[config.mk]
export PLATFORM = sky130hd
export DESIGN_NAME = mips_mc_sequencer_flat
export DESIGN_NICKNAME = d
export VERILOG_FILES = /design/src/rtl/mips_mc_pkg.sv /design/src/rtl/mips_mc_sequencer_if.sv /design/src/rtl/mips_alu_decoder.sv /design/src/rtl/mips_mc_sequencer.sv /design/src/flat_wrapper.sv
export SDC_FILE = /design/constraint.sdc
export NUM_CORES = 1
export LEC_CHECK = 0
export ABC_AREA = 1
export BUFFER_PORTS_ARGS = -buffer_cell sky130_fd_sc_hd__clkbuf_2
export CAP_MARGIN = 10
export CORE_MARGIN = 2
export CORE_UTILIZATION = 40
export CTS_CLUSTER_DIAMETER = 80
export DETAILED_ROUTE_END_ITERATION = 7
export PLACE_DENSITY = 0.65
export SETUP_SLACK_MARGIN = 0.05
export SYNTH_ARGS = -nofsm -noshare
export SYNTH_HDL_FRONTEND = slang
export SYNTH_SLANG_ARGS = --single-unit
[constraint.sdc]
create_clock -name clk -period 2.48 [get_ports clk]
set_input_delay 0.248 -clock clk [delete_from_list [all_inputs] [get_ports clk]]
set_output_delay 0.248 -clock clk [all_outputs]
set_load 0.01 [all_outputs]
[src/rtl/mips_mc_pkg.sv]
// Shared types and encodings for the multi-cycle MIPS control sequencer.
package mips_mc_pkg;

  typedef enum logic [3:0] {
    S_FETCH  = 4'd0,
    S_DECODE = 4'd1,
    S_MEMADR = 4'd2,
    S_MEMRD  = 4'd3,
    S_MEMWB  = 4'd4,
    S_MEMWR  = 4'd5,
    S_RTYPE  = 4'd6,
    S_ALUWB  = 4'd7,
    S_ADDIEX = 4'd8,
    S_ADDIWB = 4'd9,
    S_BEQ    = 4'd10,
    S_JUMP   = 4'd11
  } state_e;

  localparam logic [5:0] OP_RTYPE = 6'b000000;
  localparam logic [5:0] OP_LW    = 6'b100011;
  localparam logic [5:0] OP_SW    = 6'b101011;
  localparam logic [5:0] OP_ADDI  = 6'b001000;
  localparam logic [5:0] OP_BEQ   = 6'b000100;
  localparam logic [5:0] OP_J     = 6'b000010;

  localparam logic [5:0] FN_ADD = 6'h20;
  localparam logic [5:0] FN_SUB = 6'h22;
  localparam logic [5:0] FN_AND = 6'h24;
  localparam logic [5:0] FN_OR  = 6'h25;
  localparam logic [5:0] FN_SLT = 6'h2A;

  localparam logic [2:0] ALU_ADD = 3'b010;
  localparam logic [2:0] ALU_SUB = 3'b110;
  localparam logic [2:0] ALU_AND = 3'b000;
  localparam logic [2:0] ALU_OR  = 3'b001;
  localparam logic [2:0] ALU_SLT = 3'b111;

  typedef enum logic [1:0] {
    ALUOP_ADD   = 2'b00,
    ALUOP_SUB   = 2'b01,
    ALUOP_FUNCT = 2'b10
  } alu_op_e;

  typedef enum logic [1:0] {
    SRCB_B       = 2'b00,
    SRCB_FOUR    = 2'b01,
    SRCB_IMM     = 2'b10,
    SRCB_IMM_SH2 = 2'b11
  } alu_src_b_e;

  typedef enum logic [1:0] {
    PCSRC_ALU    = 2'b00,
    PCSRC_ALUOUT = 2'b01,
    PCSRC_JUMP   = 2'b10
  } pc_src_e;

  // Per-state control word; alu_en selects whether the decoded ALUControl is driven.
  typedef struct packed {
    logic       mem_req;
    logic       mem_to_reg;
    logic       reg_dst;
    logic       iord;
    logic       alu_src_a;
    logic       ir_write;
    logic       mem_write;
    logic       pc_write;
    logic       branch;
    logic       reg_write;
    logic       alu_en;
    logic       next_ins;
    alu_src_b_e alu_src_b;
    pc_src_e    pc_src;
  } ctrl_t;

  function automatic logic op_supported(input logic [5:0] op);
    return op inside {OP_RTYPE, OP_LW, OP_SW, OP_ADDI, OP_BEQ, OP_J};
  endfunction

  function automatic logic funct_supported(input logic [5:0] funct);
    return funct inside {FN_ADD, FN_SUB, FN_AND, FN_OR, FN_SLT};
  endfunction

endpackage

[src/rtl/mips_mc_sequencer_if.sv]
// Instruction-register / datapath control bundle between the sequencer and the datapath.
interface mips_mc_sequencer_if #(
  parameter int CNT_W = 32
);
  logic [5:0]       Op;
  logic [5:0]       Funct;
  logic             Zero;
  logic             mem_ready;
  logic             mem_req;
  logic             MemToReg;
  logic             RegDst;
  logic             IorD;
  logic             ALUSrcA;
  logic             IRWrite;
  logic             MemWrite;
  logic             PCWrite;
  logic             Branch;
  logic             RegWrite;
  logic             PCEn;
  logic [1:0]       ALUSrcB;
  logic [1:0]       PCSrc;
  logic [2:0]       ALUControl;
  logic             next_ins;
  logic [CNT_W-1:0] instr_count;
  logic             illegal_op;
  logic             bus_err;

  modport master (
    input  Op, Funct, Zero, mem_ready,
    output mem_req, MemToReg, RegDst, IorD, ALUSrcA, IRWrite, MemWrite, PCWrite, Branch,
           RegWrite, PCEn, ALUSrcB, PCSrc, ALUControl, next_ins, instr_count, illegal_op, bus_err
  );

  modport slave (
    output Op, Funct, Zero, mem_ready,
    input  mem_req, MemToReg, RegDst, IorD, ALUSrcA, IRWrite, MemWrite, PCWrite, Branch,
           RegWrite, PCEn, ALUSrcB, PCSrc, ALUControl, next_ins, instr_count, illegal_op, bus_err
  );
endinterface

[src/rtl/mips_alu_decoder.sv]
// ALUOp + Funct to ALUControl; illegal_funct reports an unsupported R-type function code.
module mips_alu_decoder
  import mips_mc_pkg::*;
(
  input  alu_op_e    alu_op,
  input  logic [5:0] funct,
  output logic [2:0] alu_control,
  output logic       illegal_funct
);

  assign illegal_funct = !funct_supported(funct);

  always_comb begin
    // NOTE: every output gets a default first so no path leaves it unassigned (no latch).
    alu_control = ALU_ADD;
    case (alu_op)
      ALUOP_ADD: alu_control = ALU_ADD;
      ALUOP_SUB: alu_control = ALU_SUB;
      default: begin
        case (funct)
          FN_ADD:  alu_control = ALU_ADD;
          FN_SUB:  alu_control = ALU_SUB;
          FN_AND:  alu_control = ALU_AND;
          FN_OR:   alu_control = ALU_OR;
          FN_SLT:  alu_control = ALU_SLT;
          default: alu_control = ALU_ADD;
        endcase
      end
    endcase
  end

endmodule

[src/rtl/mips_mc_sequencer.sv]
// Multi-cycle MIPS control FSM: Moore datapath controls, memory wait/timeout,
// retired-instruction counter and sticky illegal-opcode / bus-error flags.
module mips_mc_sequencer
  import mips_mc_pkg::*;
#(
  parameter int CNT_W    = 32,
  parameter int MAX_WAIT = 15
) (
  input logic                 clk,
  input logic                 rst,
  mips_mc_sequencer_if.master bus
);

  localparam int WAIT_W = (MAX_WAIT > 1) ? $clog2(MAX_WAIT) : 1;

  state_e             state_q, state_d;
  logic [WAIT_W-1:0]  wait_cnt_q, wait_cnt_d;
  logic [CNT_W-1:0]   instr_count_q, instr_count_d;
  logic               illegal_op_q, illegal_op_d;
  logic               bus_err_q, bus_err_d;

  ctrl_t      ctrl;
  alu_op_e    alu_op;
  logic [2:0] alu_ctrl_dec;
  logic       illegal_funct;
  logic       mem_state;
  logic       wait_timeout;
  logic       decode_illegal;

  assign alu_op = (state_q == S_RTYPE) ? ALUOP_FUNCT :
                  ((state_q == S_BEQ) ? ALUOP_SUB : ALUOP_ADD);

  mips_alu_decoder u_alu_decoder (
    .alu_op        (alu_op),
    .funct         (bus.Funct),
    .alu_control   (alu_ctrl_dec),
    .illegal_funct (illegal_funct)
  );

  assign mem_state      = state_q inside {S_FETCH, S_MEMRD, S_MEMWR};
  // The MAX_WAIT-th consecutive unanswered cycle abandons the access.
  assign wait_timeout   = (MAX_WAIT > 0) && mem_state && !bus.mem_ready &&
                          (int'(wait_cnt_q) == MAX_WAIT - 1);
  assign decode_illegal = (state_q == S_DECODE) &&
                          (!op_supported(bus.Op) || (bus.Op == OP_RTYPE && illegal_funct));

  // NOTE: reset is synchronous, and all state uses non-blocking assignments.
  always_ff @(posedge clk) begin
    if (rst) begin
      state_q       <= S_FETCH;
      wait_cnt_q    <= '0;
      instr_count_q <= '0;
      illegal_op_q  <= 1'b0;
      bus_err_q     <= 1'b0;
    end else begin
      state_q       <= state_d;
      wait_cnt_q    <= wait_cnt_d;
      instr_count_q <= instr_count_d;
      illegal_op_q  <= illegal_op_d;
      bus_err_q     <= bus_err_d;
    end
  end

  always_comb begin
    state_d = state_q;
    case (state_q)
      S_FETCH:  if (bus.mem_ready) state_d = S_DECODE;
      S_DECODE: begin
        case (bus.Op)
          OP_LW, OP_SW: state_d = S_MEMADR;
          OP_RTYPE:     state_d = illegal_funct ? S_FETCH : S_RTYPE;
          OP_ADDI:      state_d = S_ADDIEX;
          OP_BEQ:       state_d = S_BEQ;
          OP_J:         state_d = S_JUMP;
          default:      state_d = S_FETCH;
        endcase
      end
      S_MEMADR: state_d = (bus.Op == OP_LW) ? S_MEMRD : S_MEMWR;
      S_MEMRD:  if (bus.mem_ready) state_d = S_MEMWB;
      S_MEMWR:  if (bus.mem_ready) state_d = S_FETCH;
      S_RTYPE:  state_d = S_ALUWB;
      S_ADDIEX: state_d = S_ADDIWB;
      default:  state_d = S_FETCH;
    endcase
    if (wait_timeout) state_d = S_FETCH;

    wait_cnt_d = '0;
    if ((MAX_WAIT > 0) && mem_state && !bus.mem_ready && !wait_timeout) begin
      wait_cnt_d = wait_cnt_q + 1'b1;
    end

    instr_count_d = ctrl.next_ins ? instr_count_q + 1'b1 : instr_count_q;
    illegal_op_d  = illegal_op_q | decode_illegal;
    bus_err_d     = bus_err_q | wait_timeout;
  end

  always_comb begin
    ctrl = '0;
    case (state_q)
      S_FETCH: begin
        ctrl.mem_req   = 1'b1;
        ctrl.alu_src_b = SRCB_FOUR;
        ctrl.alu_en    = 1'b1;
        ctrl.ir_write  = bus.mem_ready;
        ctrl.pc_write  = bus.mem_ready;
      end
      S_DECODE: begin
        ctrl.alu_src_b = SRCB_IMM_SH2;
        ctrl.alu_en    = 1'b1;
        ctrl.next_ins  = decode_illegal;
      end
      S_MEMADR, S_ADDIEX: begin
        ctrl.alu_src_a = 1'b1;
        ctrl.alu_src_b = SRCB_IMM;
        ctrl.alu_en    = 1'b1;
      end
      S_MEMRD: begin
        ctrl.iord    = 1'b1;
        ctrl.mem_req = 1'b1;
      end
      S_MEMWB: begin
        ctrl.mem_to_reg = 1'b1;
        ctrl.reg_write  = 1'b1;
        ctrl.next_ins   = 1'b1;
      end
      S_MEMWR: begin
        ctrl.iord      = 1'b1;
        ctrl.mem_req   = 1'b1;
        ctrl.mem_write = bus.mem_ready;
        ctrl.next_ins  = bus.mem_ready;
      end
      S_RTYPE: begin
        ctrl.alu_src_a = 1'b1;
        ctrl.alu_src_b = SRCB_B;
        ctrl.alu_en    = 1'b1;
      end
      S_ALUWB: begin
        ctrl.reg_dst   = 1'b1;
        ctrl.reg_write = 1'b1;
        ctrl.next_ins  = 1'b1;
      end
      S_ADDIWB: begin
        ctrl.reg_write = 1'b1;
        ctrl.next_ins  = 1'b1;
      end
      S_BEQ: begin
        ctrl.alu_src_a = 1'b1;
        ctrl.alu_src_b = SRCB_B;
        ctrl.alu_en    = 1'b1;
        ctrl.pc_src    = PCSRC_ALUOUT;
        ctrl.branch    = 1'b1;
        ctrl.next_ins  = 1'b1;
      end
      S_JUMP: begin
        ctrl.pc_src   = PCSRC_JUMP;
        ctrl.pc_write = 1'b1;
        ctrl.next_ins = 1'b1;
      end
      default: ;
    endcase
    // Reset silences every control, even mid-instruction.
    if (rst) ctrl = '0;
  end

  assign bus.mem_req     = ctrl.mem_req;
  assign bus.MemToReg    = ctrl.mem_to_reg;
  assign bus.RegDst      = ctrl.reg_dst;
  assign bus.IorD        = ctrl.iord;
  assign bus.ALUSrcA     = ctrl.alu_src_a;
  assign bus.IRWrite     = ctrl.ir_write;
  assign bus.MemWrite    = ctrl.mem_write;
  assign bus.PCWrite     = ctrl.pc_write;
  assign bus.Branch      = ctrl.branch;
  assign bus.RegWrite    = ctrl.reg_write;
  assign bus.PCEn        = ctrl.pc_write | (ctrl.branch & bus.Zero);
  assign bus.ALUSrcB     = ctrl.alu_src_b;
  assign bus.PCSrc       = ctrl.pc_src;
  assign bus.ALUControl  = ctrl.alu_en ? alu_ctrl_dec : 3'b000;
  assign bus.next_ins    = ctrl.next_ins;
  assign bus.instr_count = instr_count_q;
  assign bus.illegal_op  = illegal_op_q;
  assign bus.bus_err     = bus_err_q;

endmodule

[src/flat_wrapper.sv]
// flat-port wrapper written by rule: the top's interface ports become plain ports
module mips_mc_sequencer_flat import mips_mc_pkg::*;
#(
  parameter int CNT_W    = 32,
  parameter int MAX_WAIT = 15
)
  (clk, rst, bus_Op, bus_Funct, bus_Zero, bus_mem_ready, bus_mem_req, bus_MemToReg, bus_RegDst, bus_IorD, bus_ALUSrcA, bus_IRWrite, bus_MemWrite, bus_PCWrite, bus_Branch, bus_RegWrite, bus_PCEn, bus_ALUSrcB, bus_PCSrc, bus_ALUControl, bus_next_ins, bus_instr_count, bus_illegal_op, bus_bus_err);
  mips_mc_sequencer_if #(.CNT_W(CNT_W)) bus_i ();
  input logic clk;
  input logic rst;
  input wire logic [$bits(bus_i.Op)-1:0] bus_Op;
  input wire logic [$bits(bus_i.Funct)-1:0] bus_Funct;
  input wire logic [$bits(bus_i.Zero)-1:0] bus_Zero;
  input wire logic [$bits(bus_i.mem_ready)-1:0] bus_mem_ready;
  output wire logic [$bits(bus_i.mem_req)-1:0] bus_mem_req;
  output wire logic [$bits(bus_i.MemToReg)-1:0] bus_MemToReg;
  output wire logic [$bits(bus_i.RegDst)-1:0] bus_RegDst;
  output wire logic [$bits(bus_i.IorD)-1:0] bus_IorD;
  output wire logic [$bits(bus_i.ALUSrcA)-1:0] bus_ALUSrcA;
  output wire logic [$bits(bus_i.IRWrite)-1:0] bus_IRWrite;
  output wire logic [$bits(bus_i.MemWrite)-1:0] bus_MemWrite;
  output wire logic [$bits(bus_i.PCWrite)-1:0] bus_PCWrite;
  output wire logic [$bits(bus_i.Branch)-1:0] bus_Branch;
  output wire logic [$bits(bus_i.RegWrite)-1:0] bus_RegWrite;
  output wire logic [$bits(bus_i.PCEn)-1:0] bus_PCEn;
  output wire logic [$bits(bus_i.ALUSrcB)-1:0] bus_ALUSrcB;
  output wire logic [$bits(bus_i.PCSrc)-1:0] bus_PCSrc;
  output wire logic [$bits(bus_i.ALUControl)-1:0] bus_ALUControl;
  output wire logic [$bits(bus_i.next_ins)-1:0] bus_next_ins;
  output wire logic [$bits(bus_i.instr_count)-1:0] bus_instr_count;
  output wire logic [$bits(bus_i.illegal_op)-1:0] bus_illegal_op;
  output wire logic [$bits(bus_i.bus_err)-1:0] bus_bus_err;
  assign bus_i.Op = bus_Op;
  assign bus_i.Funct = bus_Funct;
  assign bus_i.Zero = bus_Zero;
  assign bus_i.mem_ready = bus_mem_ready;
  assign bus_mem_req = bus_i.mem_req;
  assign bus_MemToReg = bus_i.MemToReg;
  assign bus_RegDst = bus_i.RegDst;
  assign bus_IorD = bus_i.IorD;
  assign bus_ALUSrcA = bus_i.ALUSrcA;
  assign bus_IRWrite = bus_i.IRWrite;
  assign bus_MemWrite = bus_i.MemWrite;
  assign bus_PCWrite = bus_i.PCWrite;
  assign bus_Branch = bus_i.Branch;
  assign bus_RegWrite = bus_i.RegWrite;
  assign bus_PCEn = bus_i.PCEn;
  assign bus_ALUSrcB = bus_i.ALUSrcB;
  assign bus_PCSrc = bus_i.PCSrc;
  assign bus_ALUControl = bus_i.ALUControl;
  assign bus_next_ins = bus_i.next_ins;
  assign bus_instr_count = bus_i.instr_count;
  assign bus_illegal_op = bus_i.illegal_op;
  assign bus_bus_err = bus_i.bus_err;
  mips_mc_sequencer #(.CNT_W(CNT_W), .MAX_WAIT(MAX_WAIT)) u_core (.clk(clk), .rst(rst), .bus(bus_i));
endmodule
; Word-level counts from Yosys, hierarchy flattened
; Index checks and enable logic that the tools add are counted.
[word_totals]
regBits = 42
latch_bits = 0
ram_bits = 0
mem_bits_ro = 0
output_inout_bits = 53
word_cells = 92
memories = 0
[classes]
addsub = 2
mul = 0
div_mod_pow = 0
n_lt_le_gt_ge = 0
eq_ne = 26
shift = 0
mux = 27
bitwise = 5
reduce_logical = 27
[ops]
columns = operator, n
row1 = "equality test 6 bit, second input constant", 7
row2 = "adder 32 x 1 -> 32 bit, second input constant", 1
row3 = one-hot mux 4 bit (7 select lines), 1
row4 = one-hot mux 4 bit (5 select lines), 1
row5 = "equality test 4 x 3 -> 1 bit, second input constant", 4
row6 = "equality test 4 bit, second input constant", 4
row7 = two-way mux 16 bit, 1
row8 = "equality test 4 x 2 -> 1 bit, second input constant", 3
row9 = two-way mux 4 bit, 3
row10 = one-hot mux 3 bit (4 select lines), 1
row11 = two-way mux 1 bit, 11
row12 = OR reduction 2 bit, 5
row13 = two-way mux 3 bit, 3
row14 = "equality test 6 x 2 -> 1 bit, second input constant", 1
row15 = "equality test 6 x 3 -> 1 bit, second input constant", 1
row16 = "equality test 6 x 4 -> 1 bit, second input constant", 1
row17 = zero test 6 bit, 1
row18 = "!= test 2 bit, second input constant", 3
row19 = one-hot mux 2 bit (3 select lines), 1
row20 = one-hot mux 3 bit (2 select lines), 1
row21 = nonzero test 6 bit, 1
row22 = OR reduction 3 bit, 2
row23 = OR reduction 6 bit, 1
row24 = logical AND 1 bit, 5
row25 = 19 further kinds, 24

; Logic depth before layout (Yosys ltp)
; Gate-level depths: netlist of run 1.
[logic_depth]
word_depth = 10
ltp_mapped = 12
mapped_depth_nobuf = 11

; Cells and area by module
; Synthesis of run 1 repeated with hierarchy kept, for this count alone.
[unflattened]
cells_unflattened = 424
hier_area_um2 = 2657.5
[by_module_without_submodules]
columns = mod, n_inst, cells_each, area_each_um2, seq_area_each_um2
row1 = mips_mc_sequencer, 1, 400, 2541.2, 840.8
row2 = mips_alu_decoder, 1, 24, 116.4, 0.0

; Least setup slack after synthesis of run 1
; OpenSTA, ideal clock, no wires.
[synth_path]
kind = reg-to-output
from = register u_core.state_q[2]
to = output bus_ALUControl[0]
arrival_ns = 1.419
setup_slack_ns = 0.813
path_stages_with_launch = 11
path_cell_list = dfxtp_1 > inv_2 > nor2_1 > inv_1 > nor2_1 > inv_1 > nand2_1 > o21ai_0 > inv_1 > nor2_1 > a211oi_1
[synth_via]
elab_chain_len = 6
elab_cells_between_ends = 15
cone_classes = eq/ne: 6 / mux: 6 / reduce/logical: 3
[synth_lines]
columns = element, line_no
row1 = from (decl), mips_mc_sequencer.sv:16  ; state_e state_q, state_d;
row2 = from (signal assigned), mips_mc_sequencer.sv:56  ; state_q <= state_d;
row3 = equality test 4 bit, "mips_mc_sequencer.sv:31, mips_mc_sequencer.sv:99"
row4 = two-way mux 1 bit, mips_mc_sequencer.sv:31  ; ((state_q == S_BEQ) ? ALUOP_SUB : ALUOP_ADD);
row5 = two-way mux 2 bit, mips_mc_sequencer.sv:30  ; assign alu_op = (state_q == S_RTYPE) ? ALUOP_FUNCT :
row6 = equality test 2 x 1 -> 1 bit or zero test 2 bit (tied branches), mips_alu_decoder.sv:16  ; case (alu_op)
row7 = one-hot mux 3 bit (2 select lines), mips_alu_decoder.sv:16
row8 = two-way mux 3 bit *, mips_mc_sequencer.sv:178  ; assign bus.ALUControl = ctrl.alu_en ? alu_ctrl_dec : 3'b000;
row9 = to (decl), flat_wrapper.sv:28  ; output wire logic [$bits(bus_i.ALUControl)-1:0] bus_ALUControl;
; Every way passes the cells marked *; elsewhere a longest branch is shown, timed or not.

; Worst setup path after layout of run 1
; Ends and elaborated chain as after synthesis.

==> impl_metrics.py, run 1 <==
metrics = {
    "run_status": {
        "outcome": "finished, final reports clean",
    },
    "layout": {
        "multiInputGateArea_um2": 1588,
        "antenna_cell_count": 0,
        "fill_cells": 732,
        "layout_stage_area_growth_over_the_synthesis_result_pct": 17.82,
        "fraction_of_final_layout_cells_sized_beyond_drive_strength_1": 0.1850,
        "finish.net_count": 554,
        "register_area_um2": 840.8,
        "most_frequent_cells_in_the_layout": "sky130_fd_sc_hd__nand2_1 (120), sky130_fd_sc_hd__nor2_1 (90), sky130_fd_sc_hd__clkbuf_2 (68), sky130_fd_sc_hd__inv_1 (64), sky130_fd_sc_hd__nand3_1 (48)",
        "layout.cells.most_common": "sky130_fd_sc_hd__nand2_1",
        "stdcell_area_um2": 3267,
    },
    "global_routing": {
        "groute.usage.overall": 0.1959,
        "global_route.overflow_total": 0,
        "pin_count_of_the_biggest_net_entering_global_routing": 35,
        "first_global_vias": 2871,
        "number_of_antenna_violations_at_the_first_check_in_global_routing": 0,
        "grt_pass1_wl_um": 12250,
    },
    "pwr": {
        "maximum_vdd_drop_mv": 0.2816,
        "power.density_cell_area_nw_per_um2": 441.5,
        "leakage_nw": 1.571,
    },
    "clock_network": {
        "worst_skew_pair.late_latency_ns": 0.30,
        "clock_tree.buffer_depth": 2,
        "hold_buffers": 0,
        "cts-buffers-inserted": 5,
        "cts.repair_timing.setup_buffer_count": 0,
        "cts.root.buffer_cell": "sky130_fd_sc_hd__clkbuf_8",
        "clkSinkCount": 42,
        "tritoncts_clock_tree": "built",
        "worst_setup_hold_path_clk_slew_ns": 0.08,
        "htree_num_levels": 2,
        "cts.repair.resized": 0,
    },
    "routing": {
        "drt-total-wl_um": 7100,
        "ant_nets": 0,
        "drc": 0,
        "vias": 3014,
        "avgViaCountPerCell": 4.901,
        "dr.pass1.iters": 4,
        "wire_per_inst_um": 11.54,
        "dr.first_iter.drc_count": 184,
    },
    "floorplanning": {
        "die_width_um": 87.26,
        "design.portCount": 69,
        "core_um2": 6756,
        "total_die_area_um2": 7613,
        "std_cell_rows": 30,
        "initial_core_util": 0.4104,
        "die_y_um": 87.26,
    },
    "sta": {
        "whs_ns": 0.1514,
        "fin_skew_ns": 0.01160,
        "tightestPinTransition_ns": 0.3191,
        "totalNegativeSetupSlack_ns": 0,
        "slew_headroom": 0.7856,
        "timing_max_transition_violations_final": 0,
        "setup_viol_count_final": 0,
        "post-route-period-util": 0.8795,
        "rsz0062_at_grt": "false",
        "max_fclk_mhz": 458.5,
        "final_hold_vio_count": 0,
        "post-route-min-period_ns": 2.181,
    },
    "critical_path": {
        "class_of_the_most_critical_setup_path": "register to output pin",
        "worstSetupStartpoint": "u_core.state_q[2]",
        "cp_cell_instances": "inv_2 -> nor2_1 -> inv_1 -> nor2_1 -> inv_1 -> nand2_1 -> o21ai_0 -> inv_1 -> nor2_1 -> a211oi_1 -> clkbuf_2",
        "end_kind": "output pin",
        "ff2ff_setup_slack_ns": 0.73,
        "end_of_the_worst_register_to_register_path": "u_core.bus.instr_count[2]",
        "timing.critical_path.arrival_ns": 1.93,
        "worstReg2RegStart": "u_core.state_q[0]",
        "slowest_delay_ns": 0.34,
        "timing.critical_path.required_ns": 2.23,
        "timing.reg2reg.worst_path_depth": 10,
        "crit_fanout": 5,
        "setup.worst_path.start_class": "register",
        "critical-path-slowest-cell": "sky130_fd_sc_hd__dfxtp_1",
    },
    "min_path": {
        "worstHoldPathCells": 2,
        "min_to": "u_core.bus.instr_count[9]",
        "worst_hold_startpoint": "rst",
        "worstHoldPathType": "input port to register",
    },
    "yosys": {
        "yosys_warnings": 0,
        "synth-seq-cells": 42,
        "synth-edff-count": 0,
        "post_synth_inst_count": 469,
        "synthesis.area_um2": 2773,
        "synth.net_count": 488,
        "synth.lib_cells_used.distinct": 33,
        "synth-seq-area-share": 0.3032,
        "postSynth.topFlopCell": "sky130_fd_sc_hd__dfxtp_1",
        "async_flop_share": 0,
        "postSynthAreaPerCell_um2": 5.912,
    },
    "placement": {
        "place_hpwl_um": 5467,
        "numPortBuffers": 68,
        "globalplace.congestion": 0.8474,
        "detailed_place.area_um2": 3154,
    },
    "run": {
        "drv.max_cap_violation_count": 0,
    },
}
## layout make-up
cell class,count,area share
tap,80,0.03064
multi-input combinational,346,0.4860
inverter,68,0.07813
clock buffer,6,0.02528
sequential,42,0.2574
clock inverter,1,0.009192
timing repair buffer,72,0.1134
## per-stage QoR
step	total power [mW]	cells	utilization	setup slack [ns]
after floorplan	0.8532	469	-	0.8129
after global placement	0.8952	608	0.4669	0.6180
after detailed placement	0.8972	608	0.4669	0.6230
after CTS	1.464	615	0.4835	0.2961
after global routing	1.509	615	0.4835	0.05398
final	1.442	615	0.4835	0.2989
## logic make-up after synthesis
logic type      after synthesis  share of synthesized area
simple gates                300                     0.4716
xor+xnor                      4                    0.01264
buf+inv                      81                     0.1241
flops                        42                     0.3033
compound gates               39                    0.07491
fa+ha+maj                     3                    0.01354
## state kept, by name, indices dropped and copies added, names as in the netlist
register / count
u_core.bus.instr_count: 32
u_core.state_q: 4
u_core.wait_cnt_q: 4
u_core.bus.bus_err: 1
u_core.bus.illegal_op: 1
## per-layer routing
metal,global-route usage,wire (um),vias up
li1,-,-,1611
met1,0.2471,3288,1323
met2,0.3409,3398,72
met3,0.04265,361,8
met4,0.04336,51,0
met5,0,0,-
## synth_stat cells, types with 5 or more instances
library cell / n / area (um2)
sky130_fd_sc_hd__nand4_1: 13 / 81.33
sky130_fd_sc_hd__nor3_1: 6 / 30.03
sky130_fd_sc_hd__nand2_1: 120 / 450.4
sky130_fd_sc_hd__o21ai_0: 5 / 25.02
sky130_fd_sc_hd__nand3_1: 48 / 240.2
sky130_fd_sc_hd__nor2_1: 90 / 337.8
sky130_fd_sc_hd__dfxtp_1: 42 / 840.8
sky130_fd_sc_hd__nor2_2: 9 / 56.30
sky130_fd_sc_hd__a21oi_1: 28 / 140.1
sky130_fd_sc_hd__inv_1: 64 / 240.2
## worst max-delay path by stage
stage | endpoint | slack [ns] | cells after the start
global route | bus_ALUControl[0] | 0.05 | 11
detailed placement | bus_ALUControl[0] | 0.62 | 11
global placement | bus_ALUControl[0] | 0.62 | 11
floorplan | bus_ALUControl[0] | 0.81 | 10
CTS | bus_ALUControl[0] | 0.30 | 11
finish | bus_ALUControl[0] | 0.30 | 11
## worst max-delay path, delay by kind of cell (launching register included)
family                 cells  cell delay (ns)
buffers and inverters      5             0.53
and+or+nand+nor            4             0.49
DFF                        1             0.34
AOI/OAI and AO/OA          2             0.28
## report_power, final
group          switching, mW  internal (mW)  total (mW)
sequential           0.00987          0.685       0.695
clock                  0.239          0.322       0.561
combinational          0.126         0.0607       0.187
Power figures use the tool's default switching activity.
==> inputs of run 2 (changes only) <==
- CTS_CLUSTER_SIZE: default -> 12
- SYNTH_HIERARCHICAL: default -> 1
==> impl_metrics.py, run 2 <==
metrics = {
    "run_status": {
        "outcome": "finished, final reports clean",
    },
    "yosys": {
        "synth-edff-count": 0,
        "postSynth.topFlopCell": "sky130_fd_sc_hd__dfxtp_1",
        "post_synth_inst_count": 424,
        "synth-seq-area-share": 0.3164,
        "synth-seq-cells": 42,
        "most_numerous_cell_types_in_the_synthesized_netlist": "sky130_fd_sc_hd__nor2_1 (93), sky130_fd_sc_hd__nand2_1 (89), sky130_fd_sc_hd__inv_1 (51)",
        "synth_top_cell_area_share": 0.3164,
        "synth.lib_cells_used.distinct": 32,
        "yosys_warnings": 6,
        "synth.net_count": 443,
        "post-synth-top-count-cell": "sky130_fd_sc_hd__nor2_1",
        "postSynthAreaPerCell_um2": 6.268,
        "synth.top_cells.by_area": "sky130_fd_sc_hd__dfxtp_1 (32%), sky130_fd_sc_hd__nor2_1 (13%), sky130_fd_sc_hd__nand2_1 (13%)",
        "async_flop_share": 0,
        "synthesis.area_um2": 2658,
        "netlist.top_cell.by_area": "sky130_fd_sc_hd__dfxtp_1",
    },
    "layout": {
        "final_cell_count_no_fill": 567,
        "layout_stage_area_growth_over_the_synthesis_result_pct": 16.62,
        "largest_reg_flops": 32,
        "antenna_cell_count": 0,
        "fraction_of_final_layout_cells_sized_beyond_drive_strength_1": 0.2163,
        "layout.cells.most_common": "sky130_fd_sc_hd__nor2_1",
        "finish.net_count": 509,
        "fill_cells": 672,
        "most_frequent_cells_in_the_layout": "sky130_fd_sc_hd__nor2_1 (93), sky130_fd_sc_hd__nand2_1 (89), sky130_fd_sc_hd__clkbuf_2 (68), sky130_fd_sc_hd__inv_1 (51), sky130_fd_sc_hd__dfxtp_1 (42)",
    },
    "sta": {
        "totalNegativeSetupSlack_ns": 0,
        "whs_ns": 0.3327,
        "worst_slack_ns": 0.3333,
        "post-route-period-util": 0.8656,
        "max_fclk_mhz": 465.8,
        "slew_headroom": 0.6736,
        "fin_skew_ns": 0.005728,
        "tightestPinTransition_ns": 0.4866,
        "setup_viol_count_final": 0,
        "timing_max_transition_violations_final": 0,
        "post-route-min-period_ns": 2.147,
        "final_hold_vio_count": 0,
        "rsz0062_at_grt": "false",
    },
    "pwr": {
        "leakage_nw": 1.491,
        "total_switching_power_mw": 0.3849,
        "power_frac_clock": 0.319,
        "design_power_total_mw": 1.333,
        "share_seq_of_total_power": 0.521,
        "internal-power_mw": 0.9484,
        "maximum_vdd_drop_mv": 0.1966,
        "power.density_cell_area_nw_per_um2": 430.2,
        "comb_power_share": 0.160,
        "sw_frac_of_total": 0.2887,
    },
    "floorplanning": {
        "initial_core_util": 0.4161,
        "core_um2": 6386,
        "die_y_um": 85.51,
        "design.portCount": 69,
        "die_width_um": 85.51,
        "std_cell_rows": 29,
        "total_die_area_um2": 7312,
    },
    "global_routing": {
        "global_route.overflow_total": 0,
        "pin_count_of_the_biggest_net_entering_global_routing": 41,
        "grt_pass1_wl_um": 10510,
        "groute.usage.overall": 0.1716,
        "number_of_antenna_violations_at_the_first_check_in_global_routing": 0,
        "first_global_vias": 2492,
    },
    "routing": {
        "drc": 0,
        "dr.pass1.iters": 4,
        "wire_per_inst_um": 10.67,
        "ant_nets": 0,
        "dr.first_iter.drc_count": 110,
        "drt-total-wl_um": 6052,
        "vias": 2765,
        "avgViaCountPerCell": 4.877,
    },
    "critical_path": {
        "class_of_the_most_critical_setup_path": "register to output pin",
        "worstSetupStartpoint": "u_core/state_q[0]",
        "critical-path-slowest-cell": "sky130_fd_sc_hd__dfxtp_1",
        "end_of_the_worst_register_to_register_path": "u_core/bus.instr_count[28]",
        "crit_fanout": 24,
        "slowest_delay_ns": 0.33,
        "timing.critical_path.to": "bus_next_ins",
        "cp_cell_instances": "inv_1 -> nor2_1 -> nand2_1 -> nor2_1 -> nor2_2 -> nand2_4 -> inv_1 -> nor2_1 -> clkbuf_2",
        "timing.critical_path.required_ns": 2.23,
        "end_kind": "output pin",
        "ff2ff_setup_slack_ns": 0.63,
        "setup.worst_path.start_class": "register",
        "timing.reg2reg.worst_path_depth": 10,
        "stages_on_the_worst_setup_path": 9,
        "worstPathBufferInverterCount": 3,
        "critical-path-top-delay-family": "simple AND/OR/NAND/NOR gates",
        "timing.critical_path.arrival_ns": 1.90,
        "most_prevalent_standard_cell_on_the_critical_path": "sky130_fd_sc_hd__nor2_1",
        "worstReg2RegStart": "u_core/bus.instr_count[0]",
    },
    "clock_network": {
        "hold_buffers": 0,
        "cts-buffers-inserted": 5,
        "cts.repair_timing.setup_buffer_count": 0,
        "tritoncts_clock_tree": "built",
        "clock_tree.buffer_depth": 2,
        "clkSinkCount": 42,
        "worst_setup_hold_path_clk_slew_ns": 0.07,
        "cts.root.buffer_cell": "sky130_fd_sc_hd__clkbuf_8",
        "worst_skew_pair.late_latency_ns": 0.29,
        "htree_num_levels": 2,
        "cts.repair.resized": 0,
    },
    "placement": {
        "numPortBuffers": 68,
        "post-place-cells": 560,
        "setup_slack_placement_ns": 0.6152,
        "globalplace.congestion": 0.8904,
        "place_hpwl_um": 4502,
    },
    "min_path": {
        "worst_hold_startpoint": "rst",
        "worstHoldPathType": "input port to register",
    },
    "run": {
        "drv.max_cap_violation_count": 0,
    },
}
==> run 2: changes by cell type after synthesis, sizes merged, moves of 3 or more <==
cell    before  now
a21oi       28   42
clkbuf       4    1
inv         68   54
nand2      122   92
nand4       13    9
nor3         9    2
==> run 2: per-layer routing <==
layer | vias to the layer above | track usage | routed length [um]
met3 | 4 | 0.03465 | 307
met5 | - | 0 | 0
met1 | 1226 | 0.2175 | 2910
li1 | 1478 | - | -
met2 | 57 | 0.2926 | 2797
met4 | 0 | 0.05483 | 36
==> run 2: through the flow <==
| stage | cell area [um2] | util |
|---|---|---|
| finish | 3099 | 0.4853 |
| detailed placement | 3023 | 0.4734 |
| floorplan | 2658 | - |
| global placement | 3023 | 0.4734 |
| CTS | 3099 | 0.4853 |
| global route | 3099 | 0.4853 |
==> run 2: layout make-up <==
type	count	area (um2)	share of cell area
Clock buffer	7	76.32	0.02463
Timing Repair Buffer	70	367.9	0.1187
Inverter	55	206.4	0.06661
Multi-Input combinational cell	316	1511	0.4877
Sequential cell	42	840.8	0.2713
Tap cell	77	96.34	0.03109
==> run 2: worst min path at each step <==
| stage | slack, ns | depth (start not counted) | to |
|---|---|---|---|
| final | 0.33 | 2 | u_core/bus.illegal_op |
| after global routing | 0.36 | 2 | u_core/bus.bus_err |
| after CTS | 0.32 | 2 | u_core/bus.illegal_op |
| after detailed placement | 0.45 | 2 | u_core/bus.bus_err |
| after global placement | 0.45 | 2 | u_core/bus.bus_err |
| after floorplan | 0.43 | 1 | u_core/wait_cnt_q[0] |
==> run 2: power groups by stage <==
stage / clock network, mW / logic (mW) / registers, mW
2_1_floorplan: 0 / 0.167 / 0.712
3_3_place_gp: 0 / 0.208 / 0.710
3_5_place_dp: 0 / 0.213 / 0.711
4_1_cts: 0.442 / 0.213 / 0.695
5_1_grt: 0.468 / 0.239 / 0.697
6_report: 0.426 / 0.213 / 0.695
==> run 2: cell families (layout without fill, tap and decap cells) <==
logic type      after synthesis  in the layout  synth area share
compound gates               50             50            0.1008
xor+xnor                      2              2          0.006593
fa+ha+maj                     3              3           0.01413
buf+inv                      66            132            0.1149
flops                        42             42            0.3164
simple gates                261            261            0.4473
==> inputs of run 3 (changes only) <==
- ABC_AREA: 1 -> default
- CORE_ASPECT_RATIO: default -> 1.1
- MAX_ROUTING_LAYER: default -> met4
==> impl_metrics.py, run 3 <==
metrics = {
    "yosys": {
        "yosys_warnings": 6,
        "synth-edff-count": 0,
        "synth.top_cells.by_area": "sky130_fd_sc_hd__dfxtp_1 (29%), sky130_fd_sc_hd__mux2_1 (8.6%), sky130_fd_sc_hd__nor2_1 (7.3%)",
        "netlist.top_cell.by_area": "sky130_fd_sc_hd__dfxtp_1",
        "most_numerous_cell_types_in_the_synthesized_netlist": "sky130_fd_sc_hd__nor2_1 (56), sky130_fd_sc_hd__dfxtp_1 (42), sky130_fd_sc_hd__nor2b_1 (31)",
        "synth.lib_cells_used.distinct": 60,
        "synthesis.area_um2": 2872,
        "post_synth_inst_count": 359,
        "synth.net_count": 378,
        "synth-seq-cells": 42,
        "postSynthAreaPerCell_um2": 7.999,
        "synth-seq-area-share": 0.2928,
        "postSynth.topFlopCell": "sky130_fd_sc_hd__dfxtp_1",
        "async_flop_share": 0,
        "post-synth-top-count-cell": "sky130_fd_sc_hd__nor2_1",
        "synth_top_cell_area_share": 0.2928,
    },
    "run_status": {
        "outcome": "finished, final reports clean",
    },
    "clock_network": {
        "cts.repair_timing.setup_buffer_count": 0,
        "tritoncts_clock_tree": "built",
        "cts-buffers-inserted": 5,
        "worst_setup_hold_path_clk_slew_ns": 0.08,
        "clkSinkCount": 42,
        "clock_tree.buffer_depth": 2,
        "worst_skew_pair.late_latency_ns": 0.29,
        "cts.root.buffer_cell": "sky130_fd_sc_hd__clkbuf_8",
        "htree_num_levels": 2,
    },
    "critical_path": {
        "critical-path-slowest-cell": "sky130_fd_sc_hd__or4b_1",
        "end_kind": "output pin",
        "timing.critical_path.arrival_ns": 2.02,
        "slowest_delay_ns": 0.45,
        "cp_cell_instances": "nand2b_1 -> buf_4 -> nor2_2 -> nand3b_4 -> or4b_1 -> and2_1 -> clkbuf_2",
        "timing.critical_path.required_ns": 2.23,
        "critical-path-top-delay-family": "simple AND/OR/NAND/NOR gates",
        "crit_fanout": 6,
        "worstPathBufferInverterCount": 2,
        "setup.worst_path.start_class": "register",
        "class_of_the_most_critical_setup_path": "register to output pin",
    },
    "placement": {
        "globalplace.congestion": 0.8893,
        "numPortBuffers": 68,
        "place_hpwl_um": 5432,
    },
    "global_routing": {
        "pin_count_of_the_biggest_net_entering_global_routing": 41,
        "grt_pass1_wl_um": 11850,
        "first_global_vias": 2524,
        "groute.usage.overall": 0.1856,
        "number_of_antenna_violations_at_the_first_check_in_global_routing": 0,
        "global_route.overflow_total": 0,
    },
    "floorplanning": {
        "die_width_um": 84.79,
        "core_um2": 6967,
        "total_die_area_um2": 7873,
        "initial_core_util": 0.4122,
        "std_cell_rows": 32,
        "design.portCount": 69,
        "die_y_um": 92.86,
    },
    "pwr": {
        "maximum_vdd_drop_mv": 0.3483,
        "leakage_nw": 1.454,
        "power.density_cell_area_nw_per_um2": 402.9,
    },
    "routing": {
        "dr.pass1.iters": 4,
        "avgViaCountPerCell": 5.475,
        "vias": 2792,
        "drc": 0,
        "dr.first_iter.drc_count": 74,
        "drt-total-wl_um": 7030,
        "ant_nets": 0,
        "wire_per_inst_um": 13.78,
    },
    "layout": {
        "layout_stage_area_growth_over_the_synthesis_result_pct": 19.00,
        "fraction_of_final_layout_cells_sized_beyond_drive_strength_1": 0.2706,
        "layout.cells.most_common": "sky130_fd_sc_hd__clkbuf_2",
        "largest_reg_flops": 32,
        "finalCoreUtilization": 0.4905,
        "finish.net_count": 443,
        "antenna_cell_count": 0,
        "most_frequent_cells_in_the_layout": "sky130_fd_sc_hd__clkbuf_2 (68), sky130_fd_sc_hd__nor2_1 (55), sky130_fd_sc_hd__dfxtp_1 (41), sky130_fd_sc_hd__nor2b_1 (31), sky130_fd_sc_hd__a21oi_1 (27)",
    },
    "run": {
        "drv.max_cap_violation_count": 0,
    },
    "sta": {
        "timing_max_transition_violations_final": 0,
        "slew_headroom": 0.6834,
        "post-route-period-util": 0.9140,
        "final_hold_vio_count": 0,
        "tightestPinTransition_ns": 0.4750,
        "post-route-min-period_ns": 2.267,
        "setup_viol_count_final": 0,
        "totalNegativeSetupSlack_ns": 0,
        "rsz0062_at_grt": "false",
        "max_fclk_mhz": 441.2,
        "fin_skew_ns": 0.007754,
    },
    "min_path": {
        "worstHoldPathType": "input port to register",
    },
}
-- run 3: cell types whose count changed in the layout (fill, tap and decap cells not counted), sizes merged, moves of 6 or more --
| cell | delta |
|---|---|
| a211oi | +6 |
| a21boi | +6 |
| a21oi | -14 |
| buf | +9 |
| inv | -48 |
| mux2 | +29 |
| nand2 | -73 |
| nand2b | +8 |
| nand3 | -31 |
| nor2 | -46 |
| nor2b | +31 |
| nor3 | +13 |
-- run 3: what timing repair did --
action | in CTS | in global routing
resized for setup | 0 | 3
endpoints found under the hold margin | 0 | 0
endpoints found under the setup margin | 0 | 6
hold buffers | 0 | 0
-- run 3: final cells by class --
type	count	area, um2
clock inverter	3	40.04
clock buffer	5	68.82
inverter	6	22.52
tap	85	106.4
fill	731	3550
timing repair buffer	79	422.9
sequential	42	842.1
multi-input combinational	290	1914
-- run 3: worst paths after layout --
| kind | end | slack, ns | startpoint | cells after the start |
|---|---|---|---|---|
| max | bus_ALUControl[1] | 0.21 | u_core/state_q[3] | 7 |
| min | u_core/state_q[2] | 0.32 | bus_mem_ready | 4 |
| max reg2reg | u_core/bus.instr_count[20] | 0.25 | u_core/state_q[0] | 5 |
| min reg2reg | u_core/wait_cnt_q[0] | 0.47 | u_core/wait_cnt_q[0] | 1 |
-- run 3: metrics by stage --
| stage | cell area, um2 | hold slack, ns | power [mW] | instances | setup WS, ns |
|---|---|---|---|---|---|
| 6_report | 3417 | 0.3228 | 1.377 | 510 | 0.2134 |
| 5_1_grt | 3417 | 0.3427 | 1.447 | 510 | 0.07098 |
| 4_1_cts | 3412 | 0.3210 | 1.397 | 510 | 0.08951 |
| 3_5_place_dp | 3303 | 0.4586 | 0.8652 | 502 | 0.1259 |
| 3_3_place_gp | 3303 | 0.4450 | 0.8608 | 502 | 0.1679 |
| 2_1_floorplan | 2872 | 0.4297 | 0.8098 | 359 | 0.4733 |
-- run 3: kinds of logic (layout without fill, tap and decap cells) --
kind of cell,Yosys count,in the layout,share of synthesized area
buffers and inverters,27,93,0.04182
muxes,31,31,0.1207
xor gates and xnor gates,6,6,0.01830
adders and majority gates,4,4,0.01656
AOI/OAI and AO/OA,67,67,0.1669
and+or+nand+nor,182,182,0.3429
DFF,42,42,0.2928
-- run 3: metal layers --
layer / part of all wire / GRT usage / routed length [um] / vias to the layer above
li1: - / - / - / 1405
met1: 0.45 / 0.2356 / 3174 / 1305
met2: 0.49 / 0.3077 / 3411 / 74
met3: 0.052 / 0.02852 / 368 / 8
met4: 0.011 / 0.05159 / 76 / 0
met5: 0 / - / 0 / -
-- run 3: worst min-delay path, delay by kind of cell --
kind / cells / cell delay [ns]
buffers and inverters: 1 / 0.11
AOI/OAI and AO/OA: 1 / 0.06
and+or+nand+nor: 2 / 0.15
-- run 3: where the power goes --
| part | switching, mW | internal [mW] |
|---|---|---|
| Clock | 0.230 | 0.296 |
| Combinational | 0.0971 | 0.0636 |
| Sequential | 0.00896 | 0.680 |
